## src/rtl/spi_slave_pkg.sv

```systemverilog
// Shared definitions for the SPI responder: register map, flag bit positions and
// the byte shifted out when firmware has nothing queued.
package spi_slave_pkg;

    typedef enum logic [1:0] {
        REG_CTRL   = 2'd0,
        REG_STATUS = 2'd1,
        REG_TXDATA = 2'd2,
        REG_RXDATA = 2'd3
    } reg_idx_e;

    localparam int CTRL_EN_BIT         = 0;
    localparam int CTRL_IRQ_EN_BIT     = 1;

    localparam int STATUS_RX_VALID_BIT = 0;
    localparam int STATUS_TX_VALID_BIT = 1;
    localparam int STATUS_OVR_BIT      = 2;
    localparam int STATUS_BUSY_BIT     = 3;

    localparam logic [7:0] IDLE_TX_BYTE = 8'h00;
    localparam logic [2:0] LAST_BIT     = 3'd7;

    function automatic logic [7:0] shift_in(input logic [7:0] s, input logic b);
        return {s[6:0], b};
    endfunction

endpackage

```

## src/rtl/spi_slave_sync.sv

```systemverilog
// Two-flop synchronizer for an asynchronous SPI pin, with single-cycle rise/fall
// pulses taken from a third (edge-history) register.
module spi_slave_sync #(
    parameter logic RESET_VAL = 1'b0
) (
    input  logic clk,
    input  logic reset_n,
    input  logic d,
    output logic q,
    output logic rise,
    output logic fall
);

    logic d_p0, d_p1, d_p2;

    always_ff @(posedge clk or negedge reset_n) begin
        if (!reset_n) begin
            d_p0 <= RESET_VAL;
            d_p1 <= RESET_VAL;
            d_p2 <= RESET_VAL;
        end else begin
            d_p0 <= d;
            d_p1 <= d_p0;
            d_p2 <= d_p1;
        end
    end

    assign q    = d_p1;
    assign rise = d_p1 & ~d_p2;
    assign fall = ~d_p1 & d_p2;

endmodule

```

## src/rtl/spi_slave.sv

```systemverilog
// SPI mode-0 responder for the TRSQ8 peripheral bus: one TX and one RX byte buffer.
// Optional interrupt output is built when SPI_SLAVE_IRQ_EN is defined.
module spi_slave
    import spi_slave_pkg::*;
#(
    parameter int ADDR_LSB          = 0,
    parameter int OPT_MEM_ADDR_BITS = 1
) (
    input  logic       clk,
    input  logic       reset_n,
    input  logic [7:0] addr,
    input  logic [7:0] din,
    output logic [7:0] dout,
    input  logic       wr_en,
    input  logic       rd_en,
    input  logic       sclk,
    input  logic       mosi,
    input  logic       ss_n,
    output logic       miso,
    output logic       miso_oe
`ifdef SPI_SLAVE_IRQ_EN
    ,
    output logic       irq
`endif
);

    localparam int IDX_W = OPT_MEM_ADDR_BITS + 1;

    logic [IDX_W-1:0] reg_idx;
    logic             addr_unused;
    logic             sclk_level_unused;
    logic [1:0]       mosi_edges_unused;

    logic sclk_rise, sclk_fall;
    logic ss_q, ss_rise, ss_fall;
    logic mosi_q;

    logic       en, irq_en;
    logic       rx_valid, tx_valid, ovr;
    logic [7:0] tx_buf, rx_buf, tx_shift, rx_shift;
    logic [2:0] bit_cnt;

    logic wr_ctrl, wr_status, wr_tx, rd_rx;
    logic selected, sclk_rise_sel, byte_done, rx_accept, overrun;
    logic tx_load, tx_shift_en;
    logic [7:0] ctrl_rd, status_rd;

    spi_slave_sync #(.RESET_VAL(1'b0)) u_sync_sclk (
        .clk(clk), .reset_n(reset_n), .d(sclk),
        .q(sclk_level_unused), .rise(sclk_rise), .fall(sclk_fall)
    );

    spi_slave_sync #(.RESET_VAL(1'b1)) u_sync_ss (
        .clk(clk), .reset_n(reset_n), .d(ss_n),
        .q(ss_q), .rise(ss_rise), .fall(ss_fall)
    );

    spi_slave_sync #(.RESET_VAL(1'b0)) u_sync_mosi (
        .clk(clk), .reset_n(reset_n), .d(mosi),
        .q(mosi_q), .rise(mosi_edges_unused[0]), .fall(mosi_edges_unused[1])
    );

    // Upper address bits are decoded by the bus fabric before wr_en/rd_en arrive.
    assign addr_unused = ^addr;
    assign reg_idx     = addr[ADDR_LSB+OPT_MEM_ADDR_BITS : ADDR_LSB];

    assign wr_ctrl   = wr_en && (reg_idx == IDX_W'(REG_CTRL));
    assign wr_status = wr_en && (reg_idx == IDX_W'(REG_STATUS));
    assign wr_tx     = wr_en && (reg_idx == IDX_W'(REG_TXDATA));
    assign rd_rx     = rd_en && (reg_idx == IDX_W'(REG_RXDATA));

    assign selected      = en & miso_oe & ~ss_q;
    assign sclk_rise_sel = selected & sclk_rise;
    assign byte_done     = sclk_rise_sel & (bit_cnt == LAST_BIT);
    // A read landing on the completing edge frees the buffer for the new byte.
    assign rx_accept     = ~rx_valid | rd_rx;
    assign overrun       = byte_done & ~rx_accept;
    assign tx_load       = en & (ss_fall | (selected & sclk_fall & (bit_cnt == 3'd0)));
    assign tx_shift_en   = selected & sclk_fall & (bit_cnt != 3'd0);

    assign miso = selected & tx_shift[7];

    always_ff @(posedge clk or negedge reset_n) begin
        if (!reset_n) begin
            en       <= 1'b0;
            rx_valid <= 1'b0;
            tx_valid <= 1'b0;
            ovr      <= 1'b0;
            tx_buf   <= 8'h00;
            rx_buf   <= 8'h00;
            tx_shift <= 8'h00;
            rx_shift <= 8'h00;
            bit_cnt  <= 3'd0;
            miso_oe  <= 1'b0;
        end else begin
            if (wr_ctrl)
                en <= din[CTRL_EN_BIT];

            if (wr_tx) begin
                tx_buf   <= din;
                tx_valid <= 1'b1;
            end else if (tx_load) begin
                tx_valid <= 1'b0;
            end

            if (tx_load)
                tx_shift <= tx_valid ? tx_buf : IDLE_TX_BYTE;
            else if (tx_shift_en)
                tx_shift <= {tx_shift[6:0], 1'b0};

            if (sclk_rise_sel)
                rx_shift <= shift_in(rx_shift, mosi_q);
            if (byte_done && rx_accept)
                rx_buf <= shift_in(rx_shift, mosi_q);

            if (byte_done && rx_accept)
                rx_valid <= 1'b1;
            else if (rd_rx)
                rx_valid <= 1'b0;

            if (overrun)
                ovr <= 1'b1;
            else if (wr_status && din[STATUS_OVR_BIT])
                ovr <= 1'b0;

            if (!en || ss_rise) begin
                bit_cnt <= 3'd0;
                miso_oe <= 1'b0;
            end else if (ss_fall) begin
                bit_cnt <= 3'd0;
                miso_oe <= 1'b1;
            end else if (sclk_rise_sel) begin
                bit_cnt <= bit_cnt + 3'd1;
            end
        end
    end

`ifdef SPI_SLAVE_IRQ_EN
    always_ff @(posedge clk or negedge reset_n) begin
        if (!reset_n) begin
            irq_en <= 1'b0;
            irq    <= 1'b0;
        end else begin
            if (wr_ctrl)
                irq_en <= din[CTRL_IRQ_EN_BIT];
            irq <= irq_en & en & (rx_valid | ovr);
        end
    end
`else
    assign irq_en = 1'b0;
`endif

    always_comb begin
        ctrl_rd                  = 8'h00;
        ctrl_rd[CTRL_EN_BIT]     = en;
        ctrl_rd[CTRL_IRQ_EN_BIT] = irq_en;

        status_rd                      = 8'h00;
        status_rd[STATUS_RX_VALID_BIT] = rx_valid;
        status_rd[STATUS_TX_VALID_BIT] = tx_valid;
        status_rd[STATUS_OVR_BIT]      = ovr;
        status_rd[STATUS_BUSY_BIT]     = en & ~ss_q;
    end

    always_comb begin
        dout = 8'h00;
        case (reg_idx)
            IDX_W'(REG_CTRL):   dout = ctrl_rd;
            IDX_W'(REG_STATUS): dout = status_rd;
            IDX_W'(REG_RXDATA): dout = rx_buf;
            default:            dout = 8'h00;
        endcase
    end

endmodule

```

## config.mk

```make
export PLATFORM = sky130hd
export DESIGN_NAME = spi_slave
export DESIGN_NICKNAME = d
export VERILOG_FILES = /design/src/rtl/spi_slave_pkg.sv /design/src/rtl/spi_slave_sync.sv /design/src/rtl/spi_slave.sv
export SDC_FILE = /design/constraint.sdc
export NUM_CORES = 1
export LEC_CHECK = 0
export CAP_MARGIN = 0
export CORE_UTILIZATION = 52
export CTS_CLUSTER_DIAMETER = 150
export DETAILED_ROUTE_END_ITERATION = 10
export PLACE_DENSITY = 0.86
export SKIP_LAST_GASP = 1
export SLEW_MARGIN = 30
export SYNTH_ARGS = -nofsm -noshare
export SYNTH_HDL_FRONTEND = slang
export SYNTH_SLANG_ARGS = --single-unit
```

## constraint.sdc

```tcl
create_clock -name clk -period 1.9 [get_ports clk]
set_input_delay 0.285 -clock clk [delete_from_list [all_inputs] [get_ports clk]]
set_output_delay 0.285 -clock clk [all_outputs]
set_load 0.01 [all_outputs]
```

Word level (Yosys, flattened, before mapping) --
Index checks and enable logic that the tools add are counted.
Word-level totals: flip-flop bits (word level) 47, input bits 23, output and inout bits 10, logic and storage cells 78
Cells by class: add/sub/neg operators 1, equality and inequality tests 4, muxes and demuxes 15, bitwise operators 23, reduce and logical (&&, ||, !) cells 17
Operators by type and width (count):
- $mux 8 | 3
- $pmux 8 s3 | 1
- $and 1x1->1 | 15
- $reduce_bool 2->1 | 5
- $mux 3 | 3
- $mux 1 | 8
- $logic_and 1x1->1 | 6
- $not 1->1 | 6
- $reduce_bool 3->1 | 2
- $eq 2x2->1 const B | 2
- $add 3x1->3 const B | 1
- $eq 3x3->1 const B | 1
- $logic_not 3->1 | 1
- $eq 2x1->1 const B | 1
- $logic_not 2->1 | 1
- $or 1x1->1 | 2
- $logic_not 1->1 | 1
- $logic_or 1x1->1 | 1

Depth between registers and ports, before layout --
depth after elaboration 8, mapped depth 7, depth with buffers taken out 6

Cells and area by module --
A second synthesis with hierarchy kept.
Unflattened totals: cells, all modules 153, area, all modules 2038.2 µm²
Modules (own cells, without submodules):
- spi_slave | times used 1, cells an instance 138, area each 1764.2 µm², seq. area each 975.9 µm²
- spi_slave_sync (u_sync_mosi ...) | times used 2, cells an instance 5, area each 90.1 µm², seq. area each 75.1 µm²
- spi_slave_sync (u_sync_ss) | times used 1, cells an instance 5, area each 93.8 µm², seq. area each 78.8 µm²

Least setup slack after synthesis --
No wires, ideal clock.
kind register to register, start point register bit_cnt[0], end point register tx_shift[1], library setup time 0.126 ns, arrival 1.391 ns, data required time 1.774 ns, path slack 0.383 ns, cell stages (with the launch flop) 8, buffers on the path 1, clock period less this slack 1.517 ns, path through dfrtp_1 inv_1 ha_1 nor2b_1 nor4b_2 buf_4 mux2i_1 mux2i_1
Between the ends: cells in the longest elaborated chain, start to end 5
RTL lines:
- start, declared | line spi_slave.sv:41 | logic [2:0] bit_cnt;
- start signal, assigned | line spi_slave.sv:133 | bit_cnt <= bit_cnt + 3'd1;
- $logic_not 3->1 | line spi_slave.sv:78 | assign tx_load = en & (ss_fall | (selected & sclk_fall & (bit_cnt == 3'd0)));
- $and 1x1->1 | line spi_slave.sv:78
- $or 1x1->1 | line spi_slave.sv:78
- $and 1x1->1 | line spi_slave.sv:78
- $mux 8 / $reduce_bool 2->1 (equally long branches)
- end signal, assigned | line spi_slave.sv:107 | tx_shift <= tx_valid ? tx_buf : IDLE_TX_BYTE;
- end signal, assigned | line spi_slave.sv:109 | tx_shift <= {tx_shift[6:0], 1'b0};
- end, declared | line spi_slave.sv:40 | logic [7:0] tx_buf, rx_buf, tx_shift, rx_shift;
Parallel ways exist; a longest one is shown, timed or not. A chain may end at the register's enable or synchronous reset.

Final worst setup path --
start point register u_sync_ss.d_p1, in the netlist u_sync_ss.q, end point output port miso
Between the ends: cells in the longest elaborated chain, start to end 3
RTL lines:
- start, declared | line spi_slave_sync.sv:14 | logic d_p0, d_p1, d_p2;
- start signal, assigned | line spi_slave_sync.sv:23 | d_p1 <= d_p0;
- $not 1->1 | line spi_slave.sv:72 | assign selected = en & miso_oe & ~ss_q;
- $and 1x1->1 | line spi_slave.sv:72
- $and 1x1->1 | line spi_slave.sv:81 | assign miso = selected & tx_shift[7];
- end, declared | line spi_slave.sv:19 | output logic miso,
Every way passes these cells.

==> flow_results.xml <==
<?xml version="1.0" encoding="UTF-8"?>
<metrics>
  <group name="timing">
    <metric name="fin_ws" unit="ns">0.121</metric>
    <metric name="transition_at_the_pin_with_the_smallest_max_transition_slack" unit="ns">0.524</metric>
    <metric name="timing.max_slew.rel_slack" unit="%">65.1</metric>
    <metric name="finalCritPeriodShare" unit="%">93.6</metric>
    <metric name="final_hold_viol_count" unit="">0</metric>
    <metric name="fin_tns_setup" unit="ns">0</metric>
    <metric name="report.final.slew_viol_count" unit="">0</metric>
    <metric name="fin_worst_skew" unit="ns">0.00881</metric>
    <metric name="final_period_minus_worst_setup_slack" unit="ns">1.78</metric>
    <metric name="achievable-frequency" unit="MHz">562</metric>
    <metric name="setup-violations-final" unit="">0</metric>
    <metric name="grt_setup_unrepaired" unit="">no</metric>
  </group>
  <group name="setup_path">
    <metric name="path_class" unit="">flop to primary output</metric>
    <metric name="cp.buffers_inverters" unit="">1</metric>
    <metric name="crit_family" unit="">flip-flops</metric>
    <metric name="cp_slowest_cell" unit="">dfstp_2</metric>
    <metric name="timing.critical_path.slowest_cell_delay" unit="ns">0.54</metric>
    <metric name="crit_path_end_kind" unit="">primary output</metric>
    <metric name="timing.critical_path.fanout_max" unit="">4</metric>
    <metric name="critical_path.cell_chain" unit="">nand3b_4, nor2_1, clkdlybuf4s50_1</metric>
    <metric name="cp.arrival" unit="ns">1.49</metric>
    <metric name="cp.required" unit="ns">1.62</metric>
    <metric name="critPathLaunchType" unit="">flop</metric>
  </group>
  <group name="finish">
    <metric name="antennaDiodeCount" unit="">0</metric>
    <metric name="synthToLayoutAreaGrowth" unit="%">27.1</metric>
    <metric name="fin_cells" unit="">246</metric>
    <metric name="post_route_utilization" unit="%">69.9</metric>
    <metric name="post_route_cells_drive_above_1_share" unit="%">26.3</metric>
    <metric name="final.fill_count" unit="">254</metric>
    <metric name="nNetsFinal" unit="">223</metric>
  </group>
  <group name="synthesis">
    <metric name="seq_area_frac_synth" unit="%">57.7</metric>
    <metric name="syn_area_per_cell" unit="um2">13.4</metric>
    <metric name="yosys-top-cells-area" unit="">dfrtp_1 (54%), mux2_2 (9.4%), mux2i_1 (9.3%)</metric>
    <metric name="synthCells" unit="">152</metric>
    <metric name="synth_cell_area" unit="mm2">0.00204</metric>
    <metric name="yosysTopAreaCell" unit="">dfrtp_1</metric>
    <metric name="area_share_of_the_largest_cell_type_after_synthesis" unit="%">53.9</metric>
    <metric name="netlist-cell-type-count" unit="">29</metric>
    <metric name="synth_nets" unit="">178</metric>
    <metric name="yosys_register_bits" unit="">47</metric>
    <metric name="synth_warnings" unit="">0</metric>
  </group>
  <group name="floorplan">
    <metric name="die_width" unit="um">64.7</metric>
    <metric name="die-area" unit="mm2">0.00418</metric>
    <metric name="floorplan.initialDensity" unit="%">55.0</metric>
    <metric name="fp.dieH" unit="um">64.7</metric>
    <metric name="core" unit="mm2">0.00372</metric>
    <metric name="top_level_ports" unit="">33</metric>
    <metric name="num_rows" unit="">22</metric>
  </group>
  <group name="job">
    <metric name="cap_viol_max_count" unit="">0</metric>
  </group>
  <group name="placement">
    <metric name="gp_congestion" unit="">0.856</metric>
    <metric name="detailedPlacementHpwl" unit="um">2620</metric>
    <metric name="preCtsSetupSlack" unit="ns">-0.219</metric>
    <metric name="placed_cells" unit="">229</metric>
    <metric name="buffer_ports.inserted" unit="">26</metric>
  </group>
  <group name="detailed_routing">
    <metric name="post_drt_via_cell_ratio" unit="">5.29</metric>
    <metric name="totalWireLength" unit="um">3630</metric>
    <metric name="first_iter_violations" unit="">56</metric>
    <metric name="detailedRoute.firstPassIterationCount" unit="">4</metric>
    <metric name="post_route_ant_nets" unit="">0</metric>
    <metric name="routed_wire_length_per_instance" unit="um">14.7</metric>
    <metric name="route.detailed.drc" unit="">0</metric>
    <metric name="routed-via-count" unit="">1302</metric>
  </group>
  <group name="clock_network">
    <metric name="clk_root_buffer_cell" unit="">clkbuf_8</metric>
    <metric name="h-tree-depth" unit="">2</metric>
    <metric name="cts_max_path_buffers" unit="">2</metric>
    <metric name="worst_setup_hold_path_clk_slew" unit="ns">0.08</metric>
    <metric name="cts_sinks" unit="">47</metric>
    <metric name="cts_tree" unit="">yes</metric>
    <metric name="tritoncts_buffers" unit="">5</metric>
    <metric name="insertion_delay" unit="ns">0.30</metric>
  </group>
  <group name="pwr">
    <metric name="totalPowerFinal" unit="mW">2.20</metric>
    <metric name="power.leakage" unit="nW">1.30</metric>
    <metric name="power_density" unit="mW/mm2">847</metric>
    <metric name="max-vdd-ir-drop" unit="mV">0.461</metric>
  </group>
  <group name="global_route">
    <metric name="first_global_vias" unit="">1434</metric>
    <metric name="largest_net_degree_at_the_start_of_global_routing" unit="">26</metric>
    <metric name="track_usage" unit="%">21.4</metric>
    <metric name="globalRoute.totalOverflow" unit="">0</metric>
    <metric name="grt_pass1_wl" unit="um">6540</metric>
    <metric name="grt_antenna_before_repair" unit="">0</metric>
  </group>
  <group name="outcome">
    <metric name="outcome" unit="">finished, final reports clean</metric>
  </group>
  <group name="min_path">
    <metric name="min_path_type" unit="">flop to flop</metric>
  </group>
</metrics>
-- what timing repair did --
item	in CTS	in global routing
setup buffers	4	4
pin swaps	0	0
setup endpoints to repair	9	6
cloned	0	0
endpoints found under the hold margin	19	0
hold buffers	1	0
gates resized for setup	11	4
-- cell families after synthesis --
| group | after synthesis | synth area share [%] |
|---|---|---|
| buffers and inverters | 11 | 2.76 |
| adder cells (fa/ha/maj) | 4 | 2.33 |
| multiplexers | 44 | 23.1 |
| flip-flops | 47 | 57.7 |
| AND/OR/NAND/NOR | 39 | 11.6 |
| XOR/XNOR | 2 | 0.857 |
| AO/OA/AOI/OAI | 5 | 1.65 |
-- power by group --
group / total (mW) / internal (mW) / switching [mW]
sequential: 1.22 / 1.14 / 0.0803
combinational: 0.343 / 0.194 / 0.149
clock: 0.642 / 0.332 / 0.310
-- cells in the mapped netlist --
master and count:
nor4bb_1 1, xnor2_1 2, mux2_1 8, dfstp_2 3, nand3_1 1, nand3b_1 1
nand4b_1 1, maj3_1 1, nor2b_1 5, and2_1 1, buf_4 4, nand2_1 13
o21ai_0 2, dfrtp_1 44, nor4b_2 1, nor2_1 5, nand3b_4 1, nand2b_1 1
a21bo_2 1, inv_1 4, a21oi_1 1, clkbuf_1 3, mux2i_1 19, and3_1 5
nor3b_1 2, ha_1 3, a22o_1 1, nor3b_2 1, mux2_2 17
-- metal layers --
metal,vias up,part of all wire (%),GRT usage [%]
met5,-,0,0
met4,0,3.0,12.5
met3,11,2.8,4.40
met2,20,53,37.0
met1,659,41,24.4
li1,612,-,-
-- path summary, 6_finish.rpt --
check	from	endpoint	slack, ns	cells past startpoint
min in group asynchronous	reset_n	u_sync_mosi.q	0.49	2
max in group asynchronous	reset_n	en	0.89	3
min reg2reg	u_sync_sclk.d_p0	u_sync_sclk.q	0.36	0
max	u_sync_ss.q	miso	0.12	3
max reg2reg	bit_cnt[0]	tx_shift[2]	0.19	7
min	u_sync_sclk.d_p0	u_sync_sclk.q	0.36	0
-- registers in the layout, indices dropped and copies added (netlist names), 3 cells and up --
register	count
tx_buf	8
rx_buf	8
bit_cnt	3
rx_shift	7
tx_shift	8
-- worst reg2reg max path: cells and delay by family (launching register included) --
family / cells / cell delay [ns]
simple gates: 2 / 0.40
flops: 1 / 0.39
mux: 2 / 0.33
buf+inv: 2 / 0.29
fa+ha+maj: 1 / 0.18
-- layout make-up --
cell class              instances  area, um2  area share [%]
repair buffers                 45        434            16.7
flip-flops and latches         47       1180            45.5
clock buffers                   8        100            3.85
well taps                      48       60.1            2.31
multi-input cells              94        807            31.1
inverters                       4       15.0           0.578
-- metrics by stage --
stage	cell area (um2)	hold WS (ns)
detailed placement	2430	0.289
CTS	2570	0.355
floorplan	2040	-0.0106
global route	2600	0.365
global placement	2430	0.277
finish	2600	0.355
-- cells in the final DEF (no fill, tap or decap), types with 2 or more instances in the layout --
cell type	netlist	layout
mux2_1	8	8
ha_1	3	3
inv_1	4	4
nor3b_1	2	2
mux2i_1	19	19
clkbuf_8	0	7
o21ai_0	2	2
buf_12	0	3
nor2b_1	5	5
and3_1	5	5
dfrtp_1	44	43
nand2_1	13	13
clkdlybuf4s50_1	0	15
dlymetal6s2s_1	0	2
nor2_1	5	5
dlygate4sd2_1	0	6
buf_4	4	14
xnor2_1	2	2
mux2_2	17	17
dfstp_2	3	3
Note: power is estimated with default switching activity, not from simulation.
